### config.mk
export PLATFORM = sky130hd
export DESIGN_NAME = hazard_scoreboard_flat
export DESIGN_NICKNAME = d
export VERILOG_FILES = /design/src/rtl/hazard_scoreboard_pkg.sv /design/src/rtl/hazard_scoreboard_if.sv /design/src/rtl/hazard_match.sv /design/src/rtl/hazard_scoreboard.sv /design/src/flat_wrapper.sv
export SDC_FILE = /design/constraint.sdc
export NUM_CORES = 1
export LEC_CHECK = 0
export CAP_MARGIN = 25
export CORE_ASPECT_RATIO = 1.75
export CORE_UTILIZATION = 40
export CTS_CLUSTER_SIZE = 28
export DETAILED_ROUTE_END_ITERATION = 10
export PLACE_DENSITY = 0.82
export SLEW_MARGIN = 30
export SYNTH_ARGS = -nofsm -noshare
export SYNTH_HDL_FRONTEND = slang
export SYNTH_SLANG_ARGS = --single-unit
export TNS_END_PERCENT = 10
### constraint.sdc
create_clock -name clk -period 3.2 [get_ports clk]
set_input_delay 0.64 -clock clk [delete_from_list [all_inputs] [get_ports clk]]
set_output_delay 0.64 -clock clk [all_outputs]
set_load 0.005 [all_outputs]
### src/rtl/hazard_scoreboard_pkg.sv
// Shared types for the hazard scoreboard: operation classes, the in-flight
// tracker entry, and the class-to-latency helper.
package hazard_scoreboard_pkg;

  typedef enum logic [1:0] {
    CLASS_ALU  = 2'b00,
    CLASS_LOAD = 2'b01,
    CLASS_MUL  = 2'b10,
    CLASS_RSVD = 2'b11
  } op_class_e;

  // Tracker fields are sized for the widest supported configuration so the
  // entry type can live here, outside any parameterised module.
  localparam int TRK_RD_W   = 8;
  localparam int LAT_W      = 8;
  localparam int FWD_SEL_RF = 0;

  typedef struct packed {
    logic                valid;
    logic [TRK_RD_W-1:0] rd;
    logic [LAT_W-1:0]    lat;
  } trk_entry_t;

  // The reserved class encoding behaves exactly like ALU.
  function automatic logic [LAT_W-1:0] class_lat(op_class_e cls, int alu_lat,
                                                 int load_lat, int mul_lat);
    case (cls)
      CLASS_LOAD: return LAT_W'(load_lat);
      CLASS_MUL:  return LAT_W'(mul_lat);
      default:    return LAT_W'(alu_lat);
    endcase
  endfunction

endpackage

### src/rtl/hazard_scoreboard_if.sv
// Decode-side interface of the hazard scoreboard: ID instruction fields in,
// stall / issue / forwarding selects out.
interface hazard_scoreboard_if #(
  parameter int REG_ADDR_W = 5,
  parameter int SEL_W      = 2
);
  logic                  id_valid;
  logic [REG_ADDR_W-1:0] id_rs;
  logic [REG_ADDR_W-1:0] id_rt;
  logic                  id_rs_used;
  logic                  id_rt_used;
  logic [REG_ADDR_W-1:0] id_rd;
  logic                  id_reg_write;
  logic [1:0]            id_class;
  logic                  flush;

  logic                  stall;
  logic                  pc_write;
  logic                  if_id_write;
  logic                  issue;
  logic [SEL_W-1:0]      ex_fwd_rs_sel;
  logic [SEL_W-1:0]      ex_fwd_rt_sel;
  logic [31:0]           stall_count;

  modport master (
    output id_valid, id_rs, id_rt, id_rs_used, id_rt_used, id_rd,
           id_reg_write, id_class, flush,
    input  stall, pc_write, if_id_write, issue, ex_fwd_rs_sel,
           ex_fwd_rt_sel, stall_count
  );

  modport slave (
    input  id_valid, id_rs, id_rt, id_rs_used, id_rt_used, id_rd,
           id_reg_write, id_class, flush,
    output stall, pc_write, if_id_write, issue, ex_fwd_rs_sel,
           ex_fwd_rt_sel, stall_count
  );
endinterface

### src/rtl/hazard_match.sv
// Youngest-match priority search of one source operand over the in-flight
// tracker; reports the forwarding select and whether the producer is not ready.
module hazard_match
  import hazard_scoreboard_pkg::*;
#(
  parameter int STAGES     = 3,
  parameter int SEL_W      = 2,
  parameter int REG_ADDR_W = 5
) (
  input  trk_entry_t [STAGES-1:0] trk_i,
  input  logic [REG_ADDR_W-1:0]   src_i,
  input  logic                    used_i,
  output logic [SEL_W-1:0]        sel_o,
  output logic                    hazard_o
);

  // The oldest entry is skipped: it is writing the register file this cycle,
  // and the write-through file already returns its value to decode.
  // Scanning oldest-first lets the youngest match overwrite older ones.
  always_comb begin
    // NOTE: every output gets a default before any condition so no latch is inferred.
    sel_o    = SEL_W'(FWD_SEL_RF);
    hazard_o = 1'b0;
    if (used_i && (src_i != '0)) begin
      for (int i = STAGES - 2; i >= 0; i--) begin
        if (trk_i[i].valid && (trk_i[i].rd == TRK_RD_W'(src_i))) begin
          sel_o    = SEL_W'(i + 1);
          hazard_o = LAT_W'(i + 1) < trk_i[i].lat;
        end
      end
    end
  end

endmodule

### src/rtl/hazard_scoreboard.sv
// Parametrised load-use / multi-latency hazard scoreboard with EX forwarding
// selects. HAZARD_STALL_COUNT_EN adds a saturating stall-cycle counter.
module hazard_scoreboard
  import hazard_scoreboard_pkg::*;
#(
  parameter int REG_ADDR_W = 5,
  parameter int STAGES     = 3,
  parameter int ALU_LAT    = 1,
  parameter int LOAD_LAT   = 2,
  parameter int MUL_LAT    = 2,
  parameter int SEL_W      = $clog2(STAGES)
) (
  input logic          clk,
  input logic          reset,
  hazard_scoreboard_if.slave bus
);

  trk_entry_t [STAGES-1:0] trk_q;
  trk_entry_t [STAGES-1:0] trk_d;

  logic [SEL_W-1:0] rs_sel;
  logic [SEL_W-1:0] rt_sel;
  logic [SEL_W-1:0] rs_sel_q;
  logic [SEL_W-1:0] rt_sel_q;
  logic             rs_hazard;
  logic             rt_hazard;
  logic             stall;
  logic             issue;

  hazard_match #(
    .STAGES     (STAGES),
    .SEL_W      (SEL_W),
    .REG_ADDR_W (REG_ADDR_W)
  ) u_rs_match (
    .trk_i    (trk_q),
    .src_i    (bus.id_rs),
    .used_i   (bus.id_rs_used),
    .sel_o    (rs_sel),
    .hazard_o (rs_hazard)
  );

  hazard_match #(
    .STAGES     (STAGES),
    .SEL_W      (SEL_W),
    .REG_ADDR_W (REG_ADDR_W)
  ) u_rt_match (
    .trk_i    (trk_q),
    .src_i    (bus.id_rt),
    .used_i   (bus.id_rt_used),
    .sel_o    (rt_sel),
    .hazard_o (rt_hazard)
  );

  // Flush and reset both win over a hazard: the ID slot becomes a bubble.
  always_comb begin
    stall = bus.id_valid && !bus.flush && !reset && (rs_hazard || rt_hazard);
    issue = bus.id_valid && !bus.flush && !reset && !stall;
  end

  always_comb begin
    trk_d = '0;
    if (issue) begin
      trk_d[0].valid = bus.id_reg_write && (bus.id_rd != '0);
      trk_d[0].rd    = TRK_RD_W'(bus.id_rd);
      trk_d[0].lat   = class_lat(op_class_e'(bus.id_class), ALU_LAT, LOAD_LAT, MUL_LAT);
    end
    for (int j = 1; j < STAGES; j++) begin
      trk_d[j] = trk_q[j-1];
    end
  end

  always_ff @(posedge clk) begin
    // NOTE: the tracker is a handful of flops, so the whole entry is cleared,
    // not just the valid bits, keeping rd/lat free of X after reset.
    if (reset) begin
      trk_q    <= '0;
      rs_sel_q <= SEL_W'(FWD_SEL_RF);
      rt_sel_q <= SEL_W'(FWD_SEL_RF);
    end else begin
      // NOTE: sequential state uses non-blocking assignments so every flop
      // samples the pre-edge value of its neighbours.
      trk_q    <= trk_d;
      rs_sel_q <= issue ? rs_sel : SEL_W'(FWD_SEL_RF);
      rt_sel_q <= issue ? rt_sel : SEL_W'(FWD_SEL_RF);
    end
  end

`ifdef HAZARD_STALL_COUNT_EN
  logic [31:0] stall_count_q;
  logic [31:0] stall_count_d;

  always_comb begin
    stall_count_d = stall_count_q;
    if (stall && (stall_count_q != 32'hFFFF_FFFF)) begin
      stall_count_d = stall_count_q + 32'd1;
    end
  end

  always_ff @(posedge clk) begin
    if (reset) begin
      stall_count_q <= '0;
    end else begin
      stall_count_q <= stall_count_d;
    end
  end

  assign bus.stall_count = stall_count_q;
`else
  assign bus.stall_count = '0;
`endif

  assign bus.stall         = stall;
  assign bus.pc_write      = ~stall;
  assign bus.if_id_write   = ~stall;
  assign bus.issue         = issue;
  assign bus.ex_fwd_rs_sel = rs_sel_q;
  assign bus.ex_fwd_rt_sel = rt_sel_q;

endmodule
### src/flat_wrapper.sv
// flat-port wrapper written by rule: the top's interface ports become plain ports
module hazard_scoreboard_flat import hazard_scoreboard_pkg::*;
#(
  parameter int REG_ADDR_W = 5,
  parameter int STAGES     = 3,
  parameter int ALU_LAT    = 1,
  parameter int LOAD_LAT   = 2,
  parameter int MUL_LAT    = 2,
  parameter int SEL_W      = $clog2(STAGES)
)
  (clk, reset, bus_id_valid, bus_id_rs, bus_id_rt, bus_id_rs_used, bus_id_rt_used, bus_id_rd, bus_id_reg_write, bus_id_class, bus_flush, bus_stall, bus_pc_write, bus_if_id_write, bus_issue, bus_ex_fwd_rs_sel, bus_ex_fwd_rt_sel, bus_stall_count);
  hazard_scoreboard_if #(.REG_ADDR_W(REG_ADDR_W), .SEL_W(SEL_W)) bus_i ();
  input logic clk;
  input logic reset;
  input wire logic [$bits(bus_i.id_valid)-1:0] bus_id_valid;
  input wire logic [$bits(bus_i.id_rs)-1:0] bus_id_rs;
  input wire logic [$bits(bus_i.id_rt)-1:0] bus_id_rt;
  input wire logic [$bits(bus_i.id_rs_used)-1:0] bus_id_rs_used;
  input wire logic [$bits(bus_i.id_rt_used)-1:0] bus_id_rt_used;
  input wire logic [$bits(bus_i.id_rd)-1:0] bus_id_rd;
  input wire logic [$bits(bus_i.id_reg_write)-1:0] bus_id_reg_write;
  input wire logic [$bits(bus_i.id_class)-1:0] bus_id_class;
  input wire logic [$bits(bus_i.flush)-1:0] bus_flush;
  output wire logic [$bits(bus_i.stall)-1:0] bus_stall;
  output wire logic [$bits(bus_i.pc_write)-1:0] bus_pc_write;
  output wire logic [$bits(bus_i.if_id_write)-1:0] bus_if_id_write;
  output wire logic [$bits(bus_i.issue)-1:0] bus_issue;
  output wire logic [$bits(bus_i.ex_fwd_rs_sel)-1:0] bus_ex_fwd_rs_sel;
  output wire logic [$bits(bus_i.ex_fwd_rt_sel)-1:0] bus_ex_fwd_rt_sel;
  output wire logic [$bits(bus_i.stall_count)-1:0] bus_stall_count;
  assign bus_i.id_valid = bus_id_valid;
  assign bus_i.id_rs = bus_id_rs;
  assign bus_i.id_rt = bus_id_rt;
  assign bus_i.id_rs_used = bus_id_rs_used;
  assign bus_i.id_rt_used = bus_id_rt_used;
  assign bus_i.id_rd = bus_id_rd;
  assign bus_i.id_reg_write = bus_id_reg_write;
  assign bus_i.id_class = bus_id_class;
  assign bus_i.flush = bus_flush;
  assign bus_stall = bus_i.stall;
  assign bus_pc_write = bus_i.pc_write;
  assign bus_if_id_write = bus_i.if_id_write;
  assign bus_issue = bus_i.issue;
  assign bus_ex_fwd_rs_sel = bus_i.ex_fwd_rs_sel;
  assign bus_ex_fwd_rt_sel = bus_i.ex_fwd_rt_sel;
  assign bus_stall_count = bus_i.stall_count;
  hazard_scoreboard #(.REG_ADDR_W(REG_ADDR_W), .STAGES(STAGES), .ALU_LAT(ALU_LAT), .LOAD_LAT(LOAD_LAT), .MUL_LAT(MUL_LAT), .SEL_W(SEL_W)) u_core (.clk(clk), .reset(reset), .bus(bus_i));
endmodule
# Yosys cells after proc, flatten, opt, wreduce, memory -nomap -nowiden
# Index checks and enable logic that the tools add are counted.
# word_totals
regBits	38
output_inout_bits	40
# op_classes
order_cmp	2
n_eq_ne	6
muxes	11
bitwise	4
reduce_logical	24
# ops
cell	count
$eq A8 B5 Y1	4
$reduce_bool A5 Y1	3
$logic_and A1 B1 Y1	11
$lt A1 B8 Y1 const A	1
$lt A2 B8 Y1 const A	1
$mux W1	8
$reduce_or A4 Y1	2
$mux W2	3
$reduce_or A3 Y1	2
$not A1 Y1	4
$reduce_or A2 Y1	2
$logic_not A1 Y1	3
$eq A2 B1 Y1 const B	1
$eq A2 B2 Y1 const B	1
$logic_or A1 B1 Y1	1

# Longest topological paths before layout
# depth
ltp_word	11
depth_mapped	7
ltp_nobuf	6

# Modules after synthesis
# Synthesis repeated with hierarchy kept, for this count alone.
# hier_totals
hier_cells	152
area_unflattened_um2	1556.5
# modules_own_cells
mod	n_inst	cells_per_inst	area_per_inst_um2
hazard_scoreboard	1	100	1076.0
hazard_match	2	26	240.2

# Least setup slack after synthesis
# OpenSTA, ideal clock, no wires.
# synth_path
kind	input to output
from	input port bus_id_rs[3]
to	output port bus_pc_write
t_arrival_ns	1.987
t_required_ns	2.560
setup_slack_ns	0.573
cell_stages	7
path_buffers	1
path_cell_list	xor2_1 nor4_4 nand3b_1 a221o_2 a21oi_2 inv_1 buf_4
# synth_between
elab_chain_cells	8
word_cells_on_any_way	12
# synth_rtl
item	line	rtl
start, declared	flat_wrapper.sv:16	input wire logic [$bits(bus_i.id_rs)-1:0] bus_id_rs;
$eq A8 B5 Y1	hazard_match.sv:26	if (trk_i[i].valid && (trk_i[i].rd == TRK_RD_W'(src_i))) begin
$logic_and A1 B1 Y1	hazard_match.sv:26	
$mux W1 (2 in series)	hazard_match.sv:26	
$mux W1 *	hazard_match.sv:24	if (used_i && (src_i != '0)) begin
$logic_or A1 B1 Y1 *	hazard_scoreboard.sv:56	stall = bus.id_valid && !bus.flush && !reset && (rs_hazard || rt_hazard);
$logic_and A1 B1 Y1 *	hazard_scoreboard.sv:56	
named net bus_stall	flat_wrapper.sv:24	output wire logic [$bits(bus_i.stall)-1:0] bus_stall;
$not A1 Y1 *	-	
end, declared	flat_wrapper.sv:25	output wire logic [$bits(bus_i.pc_write)-1:0] bus_pc_write;
# Mark *: on every way through the listed nets, which the timed path passes. The rest lies on a longest branch.

# Worst setup path after layout
# layout_path
from	input port bus_id_rs[3]
to	register u_core.rs_sel_q[0] (netlist: u_core.bus.ex_fwd_rs_sel[0])
# layout_between
elab_chain_cells	11
word_cells_on_any_way	17
# layout_rtl
item	line	rtl
$eq A8 B5 Y1	hazard_match.sv:26	
$logic_and A1 B1 Y1	hazard_match.sv:26	
$mux W1 (2 in series)	hazard_match.sv:26	
$mux W1	hazard_match.sv:24	
$logic_or A1 B1 Y1	hazard_scoreboard.sv:56	
$logic_and A1 B1 Y1	hazard_scoreboard.sv:56	
$logic_not A1 Y1	hazard_scoreboard.sv:57	issue = bus.id_valid && !bus.flush && !reset && !stall;
$logic_and A1 B1 Y1	hazard_scoreboard.sv:57	
$not A1 Y1 (no line)	-	
$reduce_or A3 Y1 (no line)	-	
end signal, assigned	hazard_scoreboard.sv:77	rs_sel_q <= SEL_W'(FWD_SEL_RF);
end signal, assigned	hazard_scoreboard.sv:83	rs_sel_q <= issue ? rs_sel : SEL_W'(FWD_SEL_RF);
end, declared	hazard_scoreboard.sv:23	logic [SEL_W-1:0] rs_sel_q;
# Parallel ways exist; a longest one is shown, timed or not.
# A chain may end at the register's enable or synchronous reset.

==> impl_metrics.tcl <==
set metrics [dict create \
    outcome "complete, but fails checks" \
    failed_checks "DRC" \
    crit_required_ps 3370 \
    core_region_area_sq_mm 0.00293 \
    grt_pass1_vias 974 \
    dr_total_vias 1055 \
    start_util_pct 42.0 \
    clock_skew_ps 0.938 \
    place_hpwl_um 1970 \
    ant_nets 0 \
    wl_met3_um 193 \
    pwr-share-clk_pct 34.5 \
    cts.clk_slew.worst_paths_ps 70 \
    antenna_cells 0 \
    overflow 0 \
    wl_met2_um 1500 \
    dp_cells 206 \
    synth_flop_cell "dfxtp_1" \
    end_kind "flip-flop" \
    cts.sinks 20 \
    antenna_found_initial 0 \
    p_switching_mw 0.126 \
    timing.fmax_mhz 313 \
    cts_buffers 3 \
    grt_pass1_wl_um 4330 \
    max_cap_violations 0 \
    die_y_um 75.4 \
    drt-total-wl_um 2830 \
    final_cell_count_no_fill 226 \
    ios 64 \
    dr.pass1.iters 9 \
    clk_latency_ps 250 \
    cts_max_path_buffers 2 \
    viasPerCell 4.67 \
    comb_power_share_pct 17.6 \
    cp_max_fo 3 \
    hp-class "reg -> reg" \
    synth_top_family_by_area "simple AND/OR/NAND/NOR gates" \
    synth_area_sq_mm 0.00123 \
    synthXorXnorAreaFrac_pct 15.0 \
    synthAdderAreaFrac_pct 0 \
    fin_crit_ps 3200 \
    syn2layout_area_growth_pct 41.7 \
    synth-seq-cells 20 \
    synth_cells 138 \
    ir_drop_mv 0.179 \
    final_max_slew_viol_count 0 \
    synth.distinct_cells 29 \
    track_usage_pct 18.2 \
    hold_violations 0 \
    cts_tree "yes" \
    seq_power_share_pct 47.9 \
    synth-edff-count 0 \
    arrival_ps 3370 \
    drt-met1-wl_um 966 \
    rows 26 \
    mostFrequentLayoutCell "conb_1" \
    wire_per_inst_um 12.5 \
    period_share_pct 99.9 \
    synthSimpleGateAreaFrac_pct 25.0 \
    crit_type "in -> reg" \
    layout_common_cells "conb_1 (32), buf_4 (29), dfxtp_1 (20)" \
    dieWidth_um 43.9 \
    seq_area_frac_synth_pct 32.6 \
    hold_buffers 0 \
    leakagePower_nw 0.771 \
    swShare_pct 23.5 \
    top_layer "met4" \
    p_per_area_mw_per_mm2 309 \
    clockRootBuffer "clkbuf_8" \
    synthMuxAreaShare_pct 0 \
    layout.nets 223 \
    async_reset_ff_share_pct 0 \
    synth_compound_area_share_pct 5.49 \
    setup_violations 0 \
    grt_max_degree 13 \
    ctsHtreeMaxLevel 1 \
    drc 5 \
    drt_iter0_drc 19 \
    synth_warnings 0 \
    fp.dieArea_sq_mm 0.00331 \
    port_buffers 31 \
    syn_avg_cell_area_sq_um 8.91 \
    final_core_util_pct 59.5 \
    drive_above_1_share_pct 25.8 \
    intPower_mw 0.412 \
    total_power_mw 0.538 \
    gp_congestion 0.922 \
    start_kind "input port" \
    rsz0062_at_grt "yes" \
]
-- synth_stat cells (2+ instances only) --
cell type	instances	area share, %
xnor2_1	11	7.8
nor2b_1	8	4.1
xor2_1	10	7.1
dfxtp_1	20	33
nor2_1	14	4.3
buf_4	33	20
nand2_1	10	3.1
nand3b_1	3	1.8
or4_1	3	1.8
nand4_1	2	1.0
nand3_1	3	1.2
nor3_1	4	1.6
-- logic make-up after synthesis --
family	count (synthesis)
buffers and inverters	36
AND/OR/NAND/NOR	54
XOR/XNOR	21
AO/OA/AOI/OAI	6
other	1
flip-flops	20
-- worst max-delay path: stages --
cell and delay [ps]:
dlygate4sd2_1 260, xor2_1 190, nor4_4 170, nand3b_1 170, buf_4 160, buf_4 120, buf_4 120, buf_4 120
buf_4 120, buf_4 120, buf_4 120, buf_4 120, buf_4 120, buf_4 120, buf_4 120, buf_4 120
buf_4 120, buf_4 140, nor4_4 190
-- metrics by stage --
stage | instance area [sq um] | setup slack (ps) | hold WS, ps | setup TNS (ps)
2_1_floorplan | 1350 | 573 | 414 | 0
3_3_place_gp | 1530 | -225 | 418 | -784
3_5_place_dp | 1530 | -261 | 447 | -921
4_1_cts | 1690 | -50.1 | 457 | -76.4
5_1_grt | 1740 | -117 | 492 | -199
6_report | 1740 | 2.70 | 455 | 0
-- final timing paths --
| path | start | endpoint | slack, ps | cells past startpoint |
|---|---|---|---|---|
| setup / recovery | bus_id_rs[3] | u_core.bus.ex_fwd_rs_sel[0]$_SDFF_PP0_ | 3 | 19 |
| hold / removal | u_core.trk_d[17]$_SDFF_PP0_ | u_core.trk_d[34]$_SDFF_PP0_ | 460 | 1 |
| setup reg to reg | u_core.trk_d[25]$_SDFF_PP0_ | u_core.bus.ex_fwd_rs_sel[0]$_SDFF_PP0_ | 190 | 18 |
| hold reg to reg | u_core.trk_d[17]$_SDFF_PP0_ | u_core.trk_d[34]$_SDFF_PP0_ | 460 | 1 |
-- repair_timing --
item | 4_1_cts | 5_1_grt
endpoints found under the setup margin | 4 | 4
setup buffers | 13 | 3
pin swaps | 5 | 5
resized for setup | 16 | 14
-- per-layer routing --
| layer | vias to the layer above | global-route usage (%) |
|---|---|---|
| met3 | 13 | 1.66 |
| met5 | - | 0 |
| met2 | 66 | 34.2 |
| met1 | 471 | 17.2 |
| met4 | 0 | 15.5 |
| li1 | 505 | - |
-- power by group through the flow --
stage | clock [mW] | combinational [mW] | sequential [mW]
finish | 0.186 | 0.0945 | 0.258
global route | 0.201 | 0.103 | 0.258
CTS | 0.192 | 0.0902 | 0.257
detailed placement | 0 | 0.0913 | 0.263
global placement | 0 | 0.0905 | 0.263
floorplan | 0 | 0.0676 | 0.262
-- cell type report --
cell class                      count  area [sq um]
Fill cell                         261          1180
Multi-Input combinational cell    113           738
Timing Repair Buffer               60           510
Sequential cell                    20           400
Clock buffer                        4          55.1
Tap cell                           28          35.0
Inverter                            1          3.75
-- sequential cells by signal, summed over array words and instances (netlist names) --
name	flops
u_core.trk_d	16
u_core.bus.ex_fwd_rs_sel	2
u_core.bus.ex_fwd_rt_sel	2
No activity file was read; power rests on OpenSTA's default activity.
==> patch 1 (same flow settings) <==
Add a define of `HAZARD_STALL_COUNT_EN`.
--- a/src/rtl/hazard_scoreboard.sv
+++ b/src/rtl/hazard_scoreboard.sv
@@ -1,5 +1,7 @@
 // Parametrised load-use / multi-latency hazard scoreboard with EX forwarding
 // selects. HAZARD_STALL_COUNT_EN adds a saturating stall-cycle counter.
+`define HAZARD_STALL_COUNT_EN
+
 module hazard_scoreboard
   import hazard_scoreboard_pkg::*;
 #(
Formal check against the unedited RTL: not equivalent (Yosys sat finds a counterexample within 4 cycles, from zero or initial values and one cycle with reset high).
==> patch 1 against the unedited design <==
The run ends with design-rule violations, negative setup slack left. Cell area is 110% higher. Non-clock buffer count is 33 higher. Combinational power is 7% higher. Sequential cell count is 32 higher. Clock power is 150% higher. Sequential power grew to 2.5 times the old value. Sequential share of layout area is 5.9 points higher. Power is 130% higher. Synthesized cell count is 120% higher. Worst setup slack worse by 190 ps. Synthesized area is 110% higher. Wire length is 150% higher. Largest cell class unchanged. Largest power group unchanged.
==> patch 1: results <==
group,metric,value,unit
clocking,cts_root_buf,"clkbuf_8",
clocking,clockBufferDepth,2,
worst_setup_path,slowest_stage,"clkdlybuf4s50_1",
cells_and_area,nNetsFinal,415,
cells_and_area,fill_cells,553,
pwr,internal_power,0.943,mW
grt,grtUsageMet3,4.13,%
synth,yosys_warnings,0,
pwr,ir_drop,0.402,mV
synth,netlist_top_cells_area,"dfxtp_1 41%, a21oi_1 5.3%, or3_1 5.2%, o21ai_0 4.3%, xnor2_1 4.1%",
detailed_routing,firstDrtPassIters,7,
outcome,violations,"design-rule violations, negative setup slack",
timing,setup_slack,-189,ps
clocking,cts_made_buffers,5,
synth,synth_adder_area_share,0.492,%
place,port_buffers,63,
detailed_routing,finalWirelength,6980,um
place,dpl.hpwl,5300,um
detailed_routing,met2_length,3860,um
outcome,outcome,"finished, violations left",
worst_setup_path,slowest_delay,480,ps
grt,global_route.usage.met1,20.9,%
synth,synth_compound_area_share,13.4,%
detailed_routing,met1_length,2570,um
place,place.gp.congestion,0.912,
detailed_routing,drc,1,
worst_setup_path,cp_data_arrival_time,2750,ps
synth,synth_seq_area_share,41.0,%
pwr,leakage,1.23,nW
grt,grt_util_met2,42.3,%
synth,synth-xor-area-share,7.58,%
grt,grt_max_degree,45,
synth,synth_common_cells,"52 x dfxtp_1, 27 x a21oi_1, 24 x nand2_1, 22 x o21ai_0, 21 x or3_1",
place,dpl_cell_area,3420,um2
cells_and_area,largest_reg_flops,32,
cells_and_area,drive_above_1_share,15.9,%
detailed_routing,vias,2569,
timing,finalSetupViolations,2,
clocking,clock_latency,320,ps
grt,grt_pass1_vias,2518,
clocking,htreeDepth,2,
grt,grt_pass1_wl,11400,um
grt,track_usage,21.9,%
[patch 1: path summary, 6_finish.rpt]
check / slack (ps) / depth (start not counted) / from / end
max: -190 / 11 / bus_id_rs[3] / bus_stall
min: 460 / 2 / u_core.trk_d[50] / u_core.bus.ex_fwd_rt_sel[1]
max reg2reg: 660 / 9 / u_core.bus.stall_count[0] / u_core.bus.stall_count[6]
min reg2reg: 460 / 2 / u_core.trk_d[50] / u_core.bus.ex_fwd_rt_sel[1]
[patch 1: tightest hold or removal path: cells and delay by family (launching register included)]
kind          cells  cell delay [ps]
simple gates      2              100
flops             1              330
[patch 1: per-stage QoR]
step | cells | hold slack (ps) | worst slack (ps) | utilization, %
global placement | 461 | 422 | -184 | 55.3
finish | 471 | 458 | -189 | 58.3
CTS | 470 | 459 | -214 | 57.4
floorplan | 304 | 414 | 494 | -
global route | 471 | 485 | -311 | 58.3
detailed placement | 461 | 442 | -310 | 55.3
[patch 1: what timing repair did]
item,4_1_cts,5_1_grt
pin swaps,1,4
setup buffers,1,1
gates resized for setup,6,12
hold buffers,0,0
gates cloned,0,0
endpoints found under the setup margin,4,9
[patch 1: final cells by class]
type | instances | area share [%]
clock buffer | 5 | 1.91
clock inverter | 3 | 1.29
inverter | 6 | 0.625
multi-input combinational | 232 | 40.4
sequential | 52 | 28.9
tap | 80 | 2.78
timing repair buffer | 93 | 24.1
[patch 1: power groups by stage]
stage | Sequential [mW] | Clock, mW | Combinational [mW]
4_1_cts | 0.655 | 0.477 | 0.0957
6_report | 0.655 | 0.463 | 0.101
5_1_grt | 0.656 | 0.502 | 0.108
3_3_place_gp | 0.670 | 0 | 0.0933
2_1_floorplan | 0.669 | 0 | 0.0362
3_5_place_dp | 0.670 | 0 | 0.0947
==> patch 2 (same settings) <==
Without the edit above. `REG_ADDR_W` is set to 5 in 4 places; all go to 4.
--- a/src/rtl/hazard_scoreboard_if.sv
+++ b/src/rtl/hazard_scoreboard_if.sv
@@ -1,7 +1,7 @@
 // Decode-side interface of the hazard scoreboard: ID instruction fields in,
 // stall / issue / forwarding selects out.
 interface hazard_scoreboard_if #(
-  parameter int REG_ADDR_W = 5,
+  parameter int REG_ADDR_W = 4,
   parameter int SEL_W      = 2
 );
   logic                  id_valid;
--- a/src/rtl/hazard_match.sv
+++ b/src/rtl/hazard_match.sv
@@ -5,7 +5,7 @@
 #(
   parameter int STAGES     = 3,
   parameter int SEL_W      = 2,
-  parameter int REG_ADDR_W = 5
+  parameter int REG_ADDR_W = 4
 ) (
   input  trk_entry_t [STAGES-1:0] trk_i,
   input  logic [REG_ADDR_W-1:0]   src_i,
--- a/src/rtl/hazard_scoreboard.sv
+++ b/src/rtl/hazard_scoreboard.sv
@@ -3,7 +3,7 @@
 module hazard_scoreboard
   import hazard_scoreboard_pkg::*;
 #(
-  parameter int REG_ADDR_W = 5,
+  parameter int REG_ADDR_W = 4,
   parameter int STAGES     = 3,
   parameter int ALU_LAT    = 1,
   parameter int LOAD_LAT   = 2,
--- a/src/flat_wrapper.sv
+++ b/src/flat_wrapper.sv
@@ -1,7 +1,7 @@
 // flat-port wrapper written by rule: the top's interface ports become plain ports
 module hazard_scoreboard_flat import hazard_scoreboard_pkg::*;
 #(
-  parameter int REG_ADDR_W = 5,
+  parameter int REG_ADDR_W = 4,
   parameter int STAGES     = 3,
   parameter int ALU_LAT    = 1,
   parameter int LOAD_LAT   = 2,
Ports: changed (resized bus_id_rd, bus_id_rs and bus_id_rt); port bits go from 64 to 61. No check against the original RTL was run, so the function may have changed too.
==> patch 2 against the unedited design <==
Register-to-register slack improved by 1300 ps. Cell area decreased by 15%. Power down 7.9%. Sequential share of layout area up 1.4 points. Critical path depth is 12 lower. Synthesized area down 4.4%. Wire length fell by 14%. Worst setup slack improved by 140 ps. Sequential cell count decreased by 2. Critical path type is now in -> out.
==> patch 2: results <==
group,metric,value,unit
worst_setup_path,slowest_delay,530,ps
hold_path,whs_path_depth,1,
synth,synth_seq_area_share,30.6,%
place,dpl.hpwl,2020,um
cells_and_area,nNetsFinal,185,
worst_setup_path,endpoint,"bus_issue",
detailed_routing,wl_per_cell,12.8,um
clocking,post_cts_buffers,0,
grt,grt_antenna_before_repair,0,
worst_setup_path,reg2reg_from,"u_core.trk_d[25]",
clocking,clk_pin_slew,70,ps
synth,ys_ff_latch,18,
clocking,cts_root_buf,"clkbuf_8",
detailed_routing,firstDrtPassIters,4,
clocking,clockBufferDepth,2,
worst_setup_path,slowest_stage,"clkdlybuf4s50_1",
worst_setup_path,r2r_slack,1510,ps
timing,clock_skew,1.98,ps
pwr,leakage,0.646,nW
outcome,outcome,"finished, final reports clean",
synth,synthArstFlopShare,0,%
cells_and_area,largest_reg_flops,14,
detailed_routing,finalWirelength,2430,um
clocking,htreeDepth,1,
synth,netlist_instances,127,
worst_setup_path,cp_data_arrival_time,2420,ps
grt,grt_pass1_vias,853,
synth,netlist_top_cells_area,"dfxtp_1 31%, buf_4 21%, nor3_2 8.5%, xnor2_1 7.4%, xor2_1 4.5%",
place,port_buffers,28,
grt,grt_max_degree,11,
grt,grt_pass1_wl,3640,um
grt,track_usage,15.9,%
synth,synth_common_cells,"33 x buf_4, 18 x dfxtp_1, 10 x nor3_2, 10 x xnor2_1",
worst_setup_path,critPathMaxFanout,5,
hold_path,hold_class,"reg -> reg",
cells_and_area,drive_above_1_share,19.6,%
worst_setup_path,crit_start,"bus_id_rs[3]",
detailed_routing,vias,900,
synth,yosys_warnings,0,
place,dpl_cell_area,1400,um2
clocking,cts_made_buffers,3,
cells_and_area,antennaDiodeCount,0,
clocking,clock_latency,260,ps
worst_setup_path,rr_worst_depth,6,
place,place.gp.congestion,0.867,
synth,ys_types,28,
detailed_routing,initialDrtViolationCount,18,
pwr,ir_drop,0.206,mV
worst_setup_path,r2r_end,"u_core.bus.ex_fwd_rt_sel[1]",
## patch 2: changes by cell type after synthesis, sizes merged, moves of 2 or more
cell / delta
nor3: +10
nand3: +4
or4: -3
xor2: -4
nand4: -2
o41ai: +2
nor2: -13
nor4b: +2
nand2b: +2
buf: +2
dfxtp: -2
nand3b: -3
nand2: -3
## patch 2: stage by stage
step / hold slack [ps] / util (%) / worst slack [ps] / setup TNS [ps]
6_report: 472 / 53.7 / 140 / 0
5_1_grt: 494 / 53.7 / 62.2 / 0
4_1_cts: 469 / 53.2 / 18.5 / 0
3_5_place_dp: 461 / 50.9 / -84.4 / -216
3_3_place_gp: 422 / 50.9 / -78.2 / -218
2_1_floorplan: 414 / - / 761 / 0
## patch 2: power breakdown
| group | switching (mW) | internal [mW] |
|---|---|---|
| registers | 0.00332 | 0.228 |
| clock network | 0.0763 | 0.109 |
| logic | 0.0386 | 0.0396 |
| total | 0.118 | 0.377 |
## patch 2: area by class of cell
type	count	area (um2)
Clock buffer	4	55.1
Timing Repair Buffer	37	345
Sequential cell	18	360
Tap cell	27	33.8
Fill cell	268	1270
Multi-Input combinational cell	104	684
## patch 2: timing repair
action                     in CTS  in global routing
hold buffers                    0                  0
pin swaps                       4                  0
setup endpoints to repair       4                  2
gates cloned                    0                  0
resized for setup               9                  4
## patch 2: worst min path at each step
stage	from	endpoint	slack (ps)
finish	u_core.trk_d[18]	u_core.trk_d[35]	470
global route	u_core.trk_d[17]	u_core.trk_d[34]	490
CTS	u_core.trk_d[18]	u_core.trk_d[35]	470
detailed placement	u_core.trk_d[18]	u_core.trk_d[35]	460
global placement	u_core.trk_d[17]	u_core.trk_d[34]	420
floorplan	u_core.trk_d[17]	u_core.trk_d[34]	410
## patch 2: per-layer routing
metal | track usage, % | vias up | wire (um)
met5 | 0 | - | 0
met1 | 13.1 | 413 | 781
met4 | 11.1 | 0 | 82
met2 | 32.3 | 45 | 1420
li1 | - | 436 | -
met3 | 2.21 | 6 | 140
## patch 2: logic make-up after synthesis
| kind of cell | after synthesis | share of synthesized area, % |
|---|---|---|
| other | 1 | 0.319 |
| AO/OA/AOI/OAI | 8 | 6.81 |
| AND/OR/NAND/NOR | 48 | 27.0 |
| XOR/XNOR | 16 | 11.9 |
| flip-flops | 18 | 30.6 |
| buffers and inverters | 36 | 23.3 |
## patch 2: worst max-delay path: cells and delay by family
family	cells	cell delay (ps)
AND/OR/NAND/NOR	2	450
AO/OA/AOI/OAI	2	330
buffers and inverters	2	820
XOR/XNOR	1	180
